`src/rtl/pr_enc_pkg.sv`:
```
// Shared constants and types for the 8-to-3 priority encoder family.
package pr_enc_pkg;

    localparam int PR_ENC_N_IN   = 8;
    localparam int PR_ENC_CODE_W = 3;

    typedef logic [PR_ENC_CODE_W-1:0] pr_enc_code_t;

    localparam pr_enc_code_t PR_ENC_IDLE_CODE = 3'b000;

endpackage

```
`src/rtl/pr_enc_8to3_comb.sv`:
```
// Combinational priority encoder: index of the highest set request bit, or idle
// with the idle code when no bit is set.
module pr_enc_8to3_comb
    import pr_enc_pkg::*;
(
    input  logic [PR_ENC_N_IN-1:0] i_req,
    output pr_enc_code_t           o_code,
    output logic                   o_idle
);

    // Ascending scan so the highest-numbered active bit is the last assignment.
    always_comb begin
        o_code = PR_ENC_IDLE_CODE;
        o_idle = 1'b1;
        for (int i = 0; i < PR_ENC_N_IN; i++) begin
            if (i_req[i]) begin
                o_code = pr_enc_code_t'(i);
                o_idle = 1'b0;
            end
        end
    end

endmodule

```
`src/rtl/pr_enc_8to3.sv`:
```
// Registered 8-input priority encoder; outputs reflect the inputs sampled at
// the previous rising edge, with synchronous active-high reset to idle.
module pr_enc_8to3
    import pr_enc_pkg::*;
(
    input  logic clk,
    input  logic rst,
    input  logic In0,
    input  logic In1,
    input  logic In2,
    input  logic In3,
    input  logic In4,
    input  logic In5,
    input  logic In6,
    input  logic In7,
    output logic Out0,
    output logic Out1,
    output logic Out2,
    output logic Idle
);

    logic [PR_ENC_N_IN-1:0] w_req;
    pr_enc_code_t           w_code;
    logic                   w_idle;
    pr_enc_code_t           r_code;
    logic                   r_idle;

    assign w_req = {In7, In6, In5, In4, In3, In2, In1, In0};

    pr_enc_8to3_comb u_comb (
        .i_req  (w_req),
        .o_code (w_code),
        .o_idle (w_idle)
    );

    always_ff @(posedge clk) begin
        if (rst) begin
            r_code <= PR_ENC_IDLE_CODE;
            r_idle <= 1'b1;
        end else begin
            r_code <= w_code;
            r_idle <= w_idle;
        end
    end

    assign Out0 = r_code[0];
    assign Out1 = r_code[1];
    assign Out2 = r_code[2];
    assign Idle = r_idle;

endmodule

```
`config.mk`:
```
export PLATFORM = sky130hd
export DESIGN_NAME = pr_enc_8to3
export DESIGN_NICKNAME = d
export VERILOG_FILES = /design/src/rtl/pr_enc_pkg.sv /design/src/rtl/pr_enc_8to3_comb.sv /design/src/rtl/pr_enc_8to3.sv
export SDC_FILE = /design/constraint.sdc
export NUM_CORES = 1
export LEC_CHECK = 0
export CORE_AREA = 2 2 39 41
export CTS_BUF_LIST = sky130_fd_sc_hd__clkbuf_8
export CTS_CLUSTER_SIZE = 24
export DETAILED_ROUTE_END_ITERATION = 12
export DIE_AREA = 0 0 41 43
export PLACE_DENSITY = 0.35
export SYNTH_ARGS = -nofsm -noshare
export SYNTH_HDL_FRONTEND = slang
export SYNTH_SLANG_ARGS = --single-unit
export TNS_END_PERCENT = 1
```
`constraint.sdc`:
```
create_clock -name clk -period 0.8 [get_ports clk]
set_input_delay 0.16 -clock clk [delete_from_list [all_inputs] [get_ports clk]]
set_output_delay 0.16 -clock clk [all_outputs]
set_load 0.05 [all_outputs]
```
======== Word level (Yosys, flattened, before mapping) ========
Index checks and enable logic that the tools add are counted.
W data, S select, Z words.
storage, ports and cells
  flip-flop bits (word level) ............. 4
  input port bits ......................... 10
cells by class
  multiplexer cells ....................... 15
operator list
  operator  number
  $mux W3   4
  $mux W1   9
  $mux W2   2

======== Longest topological paths before layout ========
Gate-level depths: netlist of run 1.
  depth after elaboration ................. 8
  gate-level depth with buffers ........... 3

======== Hierarchy ========
From an unflattened synthesis of run 1, not the netlist that was laid out.
unflattened totals
  cell total of the unflattened synthesis .. 19
  area total of the unflattened synthesis .. 180.2 um^2
modules (own cells, without submodules)
  module            times used  cells each  area an instance (um^2)  sequential area each (um^2)
  pr_enc_8to3       1           8           112.6                    80.1
  pr_enc_8to3_comb  1           11          67.6                     0.0

======== Least setup slack after synthesis of run 1 ========
Ideal clock, no wire load.
  kind .................................... register to output
  from .................................... reg r_idle, in the netlist Idle
  to ...................................... out Idle
  data arrival time ....................... 587 ps
  data required time ...................... 640 ps
  path slack .............................. 53 ps
  cell stages (with the launch flop) ...... 1
  path through ............................ dfxtp_1
RTL lines
  item                      line               text
  start: declaration        pr_enc_8to3.sv:26  logic r_idle;
  start signal: assignment  pr_enc_8to3.sv:42  r_idle <= w_idle;
  end: declaration          pr_enc_8to3.sv:19  output logic Idle
No word-level cell between the ends.

======== Final worst setup path of run 1 ========
  from .................................... reg r_idle, in the netlist Idle
  to ...................................... out Idle
No word-level cell between the ends.

==> results of run 1 <==
==> worst paths after layout <==
kind	endpoint	slack [ns]	depth (start not counted)
max	Idle	-0.03	1
min	r_code[0]	0.33	2
==> report_power, final <==
group          internal, uW  switching, uW  total (uW)
clock                   320           95.2         415
combinational          95.2           89.3         185
sequential              219           11.1         230
==> stage by stage <==
step	instances	worst slack (ns)	hold WS, ns
after floorplan	17	0.0527	0.229
after global placement	46	-0.320	0.607
after detailed placement	46	-0.327	0.609
after CTS	49	-0.0414	0.301
after global routing	49	-0.0615	0.347
final	49	-0.0328	0.329
==> state kept, by name, summed over array words and instances (netlist names) <==
| signal | count |
|---|---|
| r_code | 3 |
| Idle | 1 |
==> cells in the final DEF, fill, tap and decap left out <==
| master | netlist | final |
|---|---|---|
| dlygate4sd2_1 | 0 | 7 |
| dfxtp_2 | 0 | 4 |
| buf_12 | 0 | 4 |
| nor2_2 | 1 | 3 |
| clkbuf_8 | 0 | 3 |
| a21oi_1 | 2 | 2 |
| clkdlybuf4s50_1 | 0 | 2 |
| a21oi_2 | 1 | 1 |
| nor4_2 | 1 | 1 |
| nor2_1 | 3 | 1 |
| o21ai_1 | 1 | 1 |
| inv_1 | 1 | 1 |
| nor2b_1 | 1 | 1 |
| o21bai_1 | 1 | 1 |
| o41ai_2 | 0 | 1 |
==> what timing repair did <==
action / 4_1_cts / 5_1_grt
hold endpoints to repair: 0 / 0
pin swaps: 4 / 1
hold buffers: 0 / 0
resized for setup: 13 / 1
setup endpoints to repair: 7 / 7
==> metal layers <==
metal	track usage	up-vias
met3	0.0314	0
met1	0.0639	75
met2	0.0938	14
li1	-	92
met4	0.0800	0
met5	0	-
==> synthesized netlist by cell type, drive strengths merged <==
cell type,count
nor2,4
nor4,1
o21bai,1
nor2b,1
o41ai,1
a21oi,3
o21ai,1
dfxtp,4
inv,1
==> cell type report <==
class                      count  share of cell area
inverter                       1             0.00938
clock buffer                   3               0.103
tap                           16              0.0500
timing repair buffer          13               0.403
multi-input combinational     12               0.222
sequential                     4               0.212
==> kinds of logic after synthesis <==
logic type | synth area share
simple gates | 0.227
compound gates | 0.250
flops | 0.500
buf+inv | 0.0234
==> impl_metrics.env, run 1 <==
export IMPL_hp_class="in -> reg"
export IMPL_synthCells=17
export IMPL_worst_path_max_fanout=1
export IMPL_wl_met3_um=73
export IMPL_dr_first_iter_drc_count=0
export IMPL_wl_um=407
export IMPL_cts_tree="done"
export IMPL_m1WireLength_um=139
export IMPL_num_antenna_cells=0
export IMPL_finish_utilization=0.289
export IMPL_grt_use_total=0.0681
export IMPL_ir_drop_mv=0.562
export IMPL_n_fill_cell=150
export IMPL_min_from="In4"
export IMPL_hold_viol=0
export IMPL_p_per_area_nw_per_um2=2070
export IMPL_firstDrtPassIters=1
export IMPL_final_net_count=45
export IMPL_ios=14
export IMPL_p_total_uw=830
export IMPL_chipWidth_um=41
export IMPL_synth_top_cell_by_area="dfxtp_1"
export IMPL_yosysTopAreaCellShare=0.500
export IMPL_clkTransAtPathRegs_ns=0.03
export IMPL_failed_checks="setup timing"
export IMPL_status="complete, but fails checks"
export IMPL_cp_end_kind="primary output"
export IMPL_ys_seq_elements=4
export IMPL_worstMarginPinSlew_ns=0.222
export IMPL_ant_nets=0
export IMPL_setup_violations=5
export IMPL_die_area_sq_um=1760
export IMPL_coreArea_sq_um=1380
export IMPL_power_leakage_uw=0.000168
export IMPL_cts_buffers=3
export IMPL_drcViolationCount=0
export IMPL_arrival_ns=0.67
export IMPL_cts_buffer_depth=2
export IMPL_port_buffers=13
export IMPL_cp_startpoint="Idle"
export IMPL_grt_pass1_vias=203
export IMPL_startpoint_type="flip-flop"
export IMPL_critical_path_class="reg -> out"
export IMPL_fin_setup_tns_ns=-0.135
export IMPL_grt_overflow=0
export IMPL_row_count=14
export IMPL_root_buffer="clkbuf_8"
export IMPL_drv_cap=0
export IMPL_rsz0062_at_grt="true"
export IMPL_crit_chain="buf_12"
export IMPL_grt_max_degree=6
export IMPL_post_route_cell_area_sq_um=400
export IMPL_cpPeakStageDelay_ns=0.33
export IMPL_yosys_top_cells_area="dfxtp_1 (50%), nor4_2 (7.8%), nor2_1 (7.0%), a21oi_1 (6.3%), a21oi_2 (5.5%)"
export IMPL_syn_area_per_cell_sq_um=9.42
export IMPL_max_freq_mhz=1200
export IMPL_cts_sinks=4
export IMPL_synth_area_sq_um=160
export IMPL_routed_top_layer="met3"
export IMPL_seq_area_frac_synth=0.500
export IMPL_h_tree_depth=1
export IMPL_syn_num_nets=27
export IMPL_start_util=0.116
export IMPL_synth_warnings=0
export IMPL_grt_pass1_wl_um=738
export IMPL_dp_hpwl_um=355
export IMPL_route_met2_wl_um=193
export IMPL_chipHeight_um=43
export IMPL_postCtsSetupRepairBufs=0
export IMPL_gp_congestion=0.610
export IMPL_seq_area_sq_um=85.1
export IMPL_via_count=181
export IMPL_cp_required_ns=0.64
export IMPL_cp_slowest_cell="dfxtp_2"
export IMPL_fin_crit_ns=0.833
export IMPL_synth_cell_types=11
export IMPL_routedWlPerCell_um=8.31
export IMPL_viasPerCell=3.69
export IMPL_maxSlewViolCount=0
export IMPL_multi_input_area_sq_um=88.8
export IMPL_critPathTopFamily="flip-flops"
export IMPL_area_growth_pct=150
export IMPL_slew_limit_headroom=0.850
export IMPL_timing_final_ws_setup_ns=-0.0328
export IMPL_antenna_found_initial=0
export IMPL_timing_final_crit_share=1.04
export IMPL_critPathBufInv=1
export IMPL_drive_above_1_share=0.515
export IMPL_place_area_sq_um=350
(Power assumes the default switching activity.)
==> inputs of run 2 (changes only) <==
--- a/config.mk
+++ b/config.mk
@@ -6,10 +6,10 @@
 export NUM_CORES = 1
 export LEC_CHECK = 0
 export CORE_AREA = 2 2 39 41
-export CTS_BUF_LIST = sky130_fd_sc_hd__clkbuf_8
-export CTS_CLUSTER_SIZE = 24
+export CTS_BUF_LIST = sky130_fd_sc_hd__clkbuf_2 sky130_fd_sc_hd__clkbuf_4 sky130_fd_sc_hd__clkbuf_8
 export DETAILED_ROUTE_END_ITERATION = 12
 export DIE_AREA = 0 0 41 43
+export HOLD_SLACK_MARGIN = 0.02
 export PLACE_DENSITY = 0.35
 export SYNTH_ARGS = -nofsm -noshare
 export SYNTH_HDL_FRONTEND = slang
==> run 2 against run 1 <==
The flow still finishes with violations (setup timing). Combinational power is essentially flat. First-iteration DRC count unchanged. Sequential power hardly changed. Non-clock buffer count did not move. Hold slack got worse by 0.040 ns. Setup slack worse by 0.017 ns. Flip-flop and latch count unchanged. Maximum frequency down 2.0%. Global-route usage is 0.30 points lower. Critical endpoint unchanged.
==> impl_metrics.env, run 2 (synthesized netlist as in run 1, its figures left out) <==
export IMPL_status="complete, but fails checks"
export IMPL_failed_checks="setup timing"
export IMPL_post_route_cell_area_sq_um=384
export IMPL_drive_above_1_share=0.485
export IMPL_power_leakage_uw=0.000167
export IMPL_start_util=0.116
export IMPL_grt_pass1_wl_um=724
export IMPL_startpoint_type="flip-flop"
export IMPL_critPathTopFamily="flip-flops"
export IMPL_grt_max_degree=6
export IMPL_wl_um=403
export IMPL_root_buffer="clkbuf_4"
export IMPL_cts_tree="done"
export IMPL_routedWlPerCell_um=8.22
export IMPL_die_area_sq_um=1760
export IMPL_num_antenna_cells=0
export IMPL_drv_cap=0
export IMPL_antenna_found_initial=0
export IMPL_hold_viol=0
export IMPL_cp_end_kind="primary output"
export IMPL_timing_final_ws_setup_ns=-0.0494
export IMPL_clkTransAtPathRegs_ns=0.03
export IMPL_place_area_sq_um=350
export IMPL_dp_hpwl_um=355
export IMPL_cp_slowest_cell="dfxtp_2"
export IMPL_worst_path_max_fanout=1
export IMPL_drcViolationCount=0
export IMPL_timing_final_crit_share=1.06
export IMPL_viasPerCell=3.71
export IMPL_max_freq_mhz=1180
export IMPL_grt_pass1_vias=203
export IMPL_chipHeight_um=43
export IMPL_via_count=182
export IMPL_m1WireLength_um=131
export IMPL_firstDrtPassIters=1
export IMPL_largest_reg_flops=3
export IMPL_cts_buffers=3
export IMPL_ios=14
export IMPL_grt_use_total=0.0651
export IMPL_whs_path_depth=4
export IMPL_cts_hold_buffers=0
export IMPL_routed_top_layer="met3"
export IMPL_maxSlewViolCount=0
export IMPL_critPathBufInv=1
export IMPL_crit_chain="buf_12"
export IMPL_gp_congestion=0.610
export IMPL_worstMarginPinSlew_ns=0.224
export IMPL_route_met2_wl_um=198
export IMPL_path_depth=1
export IMPL_grt_overflow=0
export IMPL_layout_common_cells="dlygate4sd2_1 (5), dfxtp_2 (4), buf_12 (4), clkbuf_4 (3), clkdlybuf4s50_1 (3)"
export IMPL_p_per_area_nw_per_um2=1710
export IMPL_ant_nets=0
export IMPL_slew_limit_headroom=0.849
export IMPL_final_net_count=45
export IMPL_layout_commonest_cell="dlygate4sd2_1"
export IMPL_cpPeakStageDelay_ns=0.33
export IMPL_cts_buffer_depth=2
export IMPL_p_total_uw=656
export IMPL_dr_first_iter_drc_count=0
export IMPL_critical_path_class="reg -> out"
export IMPL_h_tree_depth=1
export IMPL_largest_register="r_code"
export IMPL_setup_violations=5
export IMPL_coreArea_sq_um=1380
export IMPL_port_buffers=13
export IMPL_wl_met3_um=73
export IMPL_cp_required_ns=0.64
export IMPL_rsz0062_at_grt="true"
export IMPL_ir_drop_mv=0.411
export IMPL_arrival_ns=0.69
export IMPL_chipWidth_um=41
export IMPL_area_growth_pct=140
export IMPL_row_count=14
export IMPL_fin_crit_ns=0.849
export IMPL_cts_sinks=4
export IMPL_hp_class="in -> reg"
[run 2: final timing paths]
kind                  start         to  slack (ns)
worst max-delay path   Idle       Idle       -0.05
worst min-delay path    In5  r_code[1]        0.29
[run 2: final cells by class]
cell class                      instances  area (sq um)
Tap cell                               16          20.0
Inverter                                1          3.75
Timing Repair Buffer                   13           166
Sequential cell                         4          85.1
Clock buffer                            3          22.5
Fill cell                             152          1000
Multi-Input combinational cell         12          86.3
[run 2: power breakdown]
group | switching (uW) | total (uW) | internal [uW]
combinational | 88.5 | 186 | 97.7
clock | 73.3 | 241 | 167
sequential | 11.1 | 230 | 218
[run 2: timing repair]
item	CTS	global route
pin swaps	2	1
setup buffers	0	0
gates resized for setup	11	1
setup endpoints to repair	7	7
[run 2: per-layer routing]
layer / up-vias / GRT usage
li1: 92 / -
met1: 76 / 0.0639
met2: 14 / 0.0938
met3: 0 / 0.0157
met4: 0 / 0.0800
met5: - / 0
[run 2: through the flow]
step / hold WS [ns] / std cells / setup TNS, ns / setup WS, ns / utilization
5_1_grt: 0.335 / 49 / -0.414 / -0.0862 / 0.278
4_1_cts: 0.303 / 49 / -0.317 / -0.0642 / 0.276
6_report: 0.288 / 49 / -0.202 / -0.0494 / 0.278
3_5_place_dp: 0.609 / 46 / -1.09 / -0.327 / 0.253
3_3_place_gp: 0.607 / 46 / -1.04 / -0.320 / 0.253
2_1_floorplan: 0.229 / 17 / 0 / 0.0527 / -
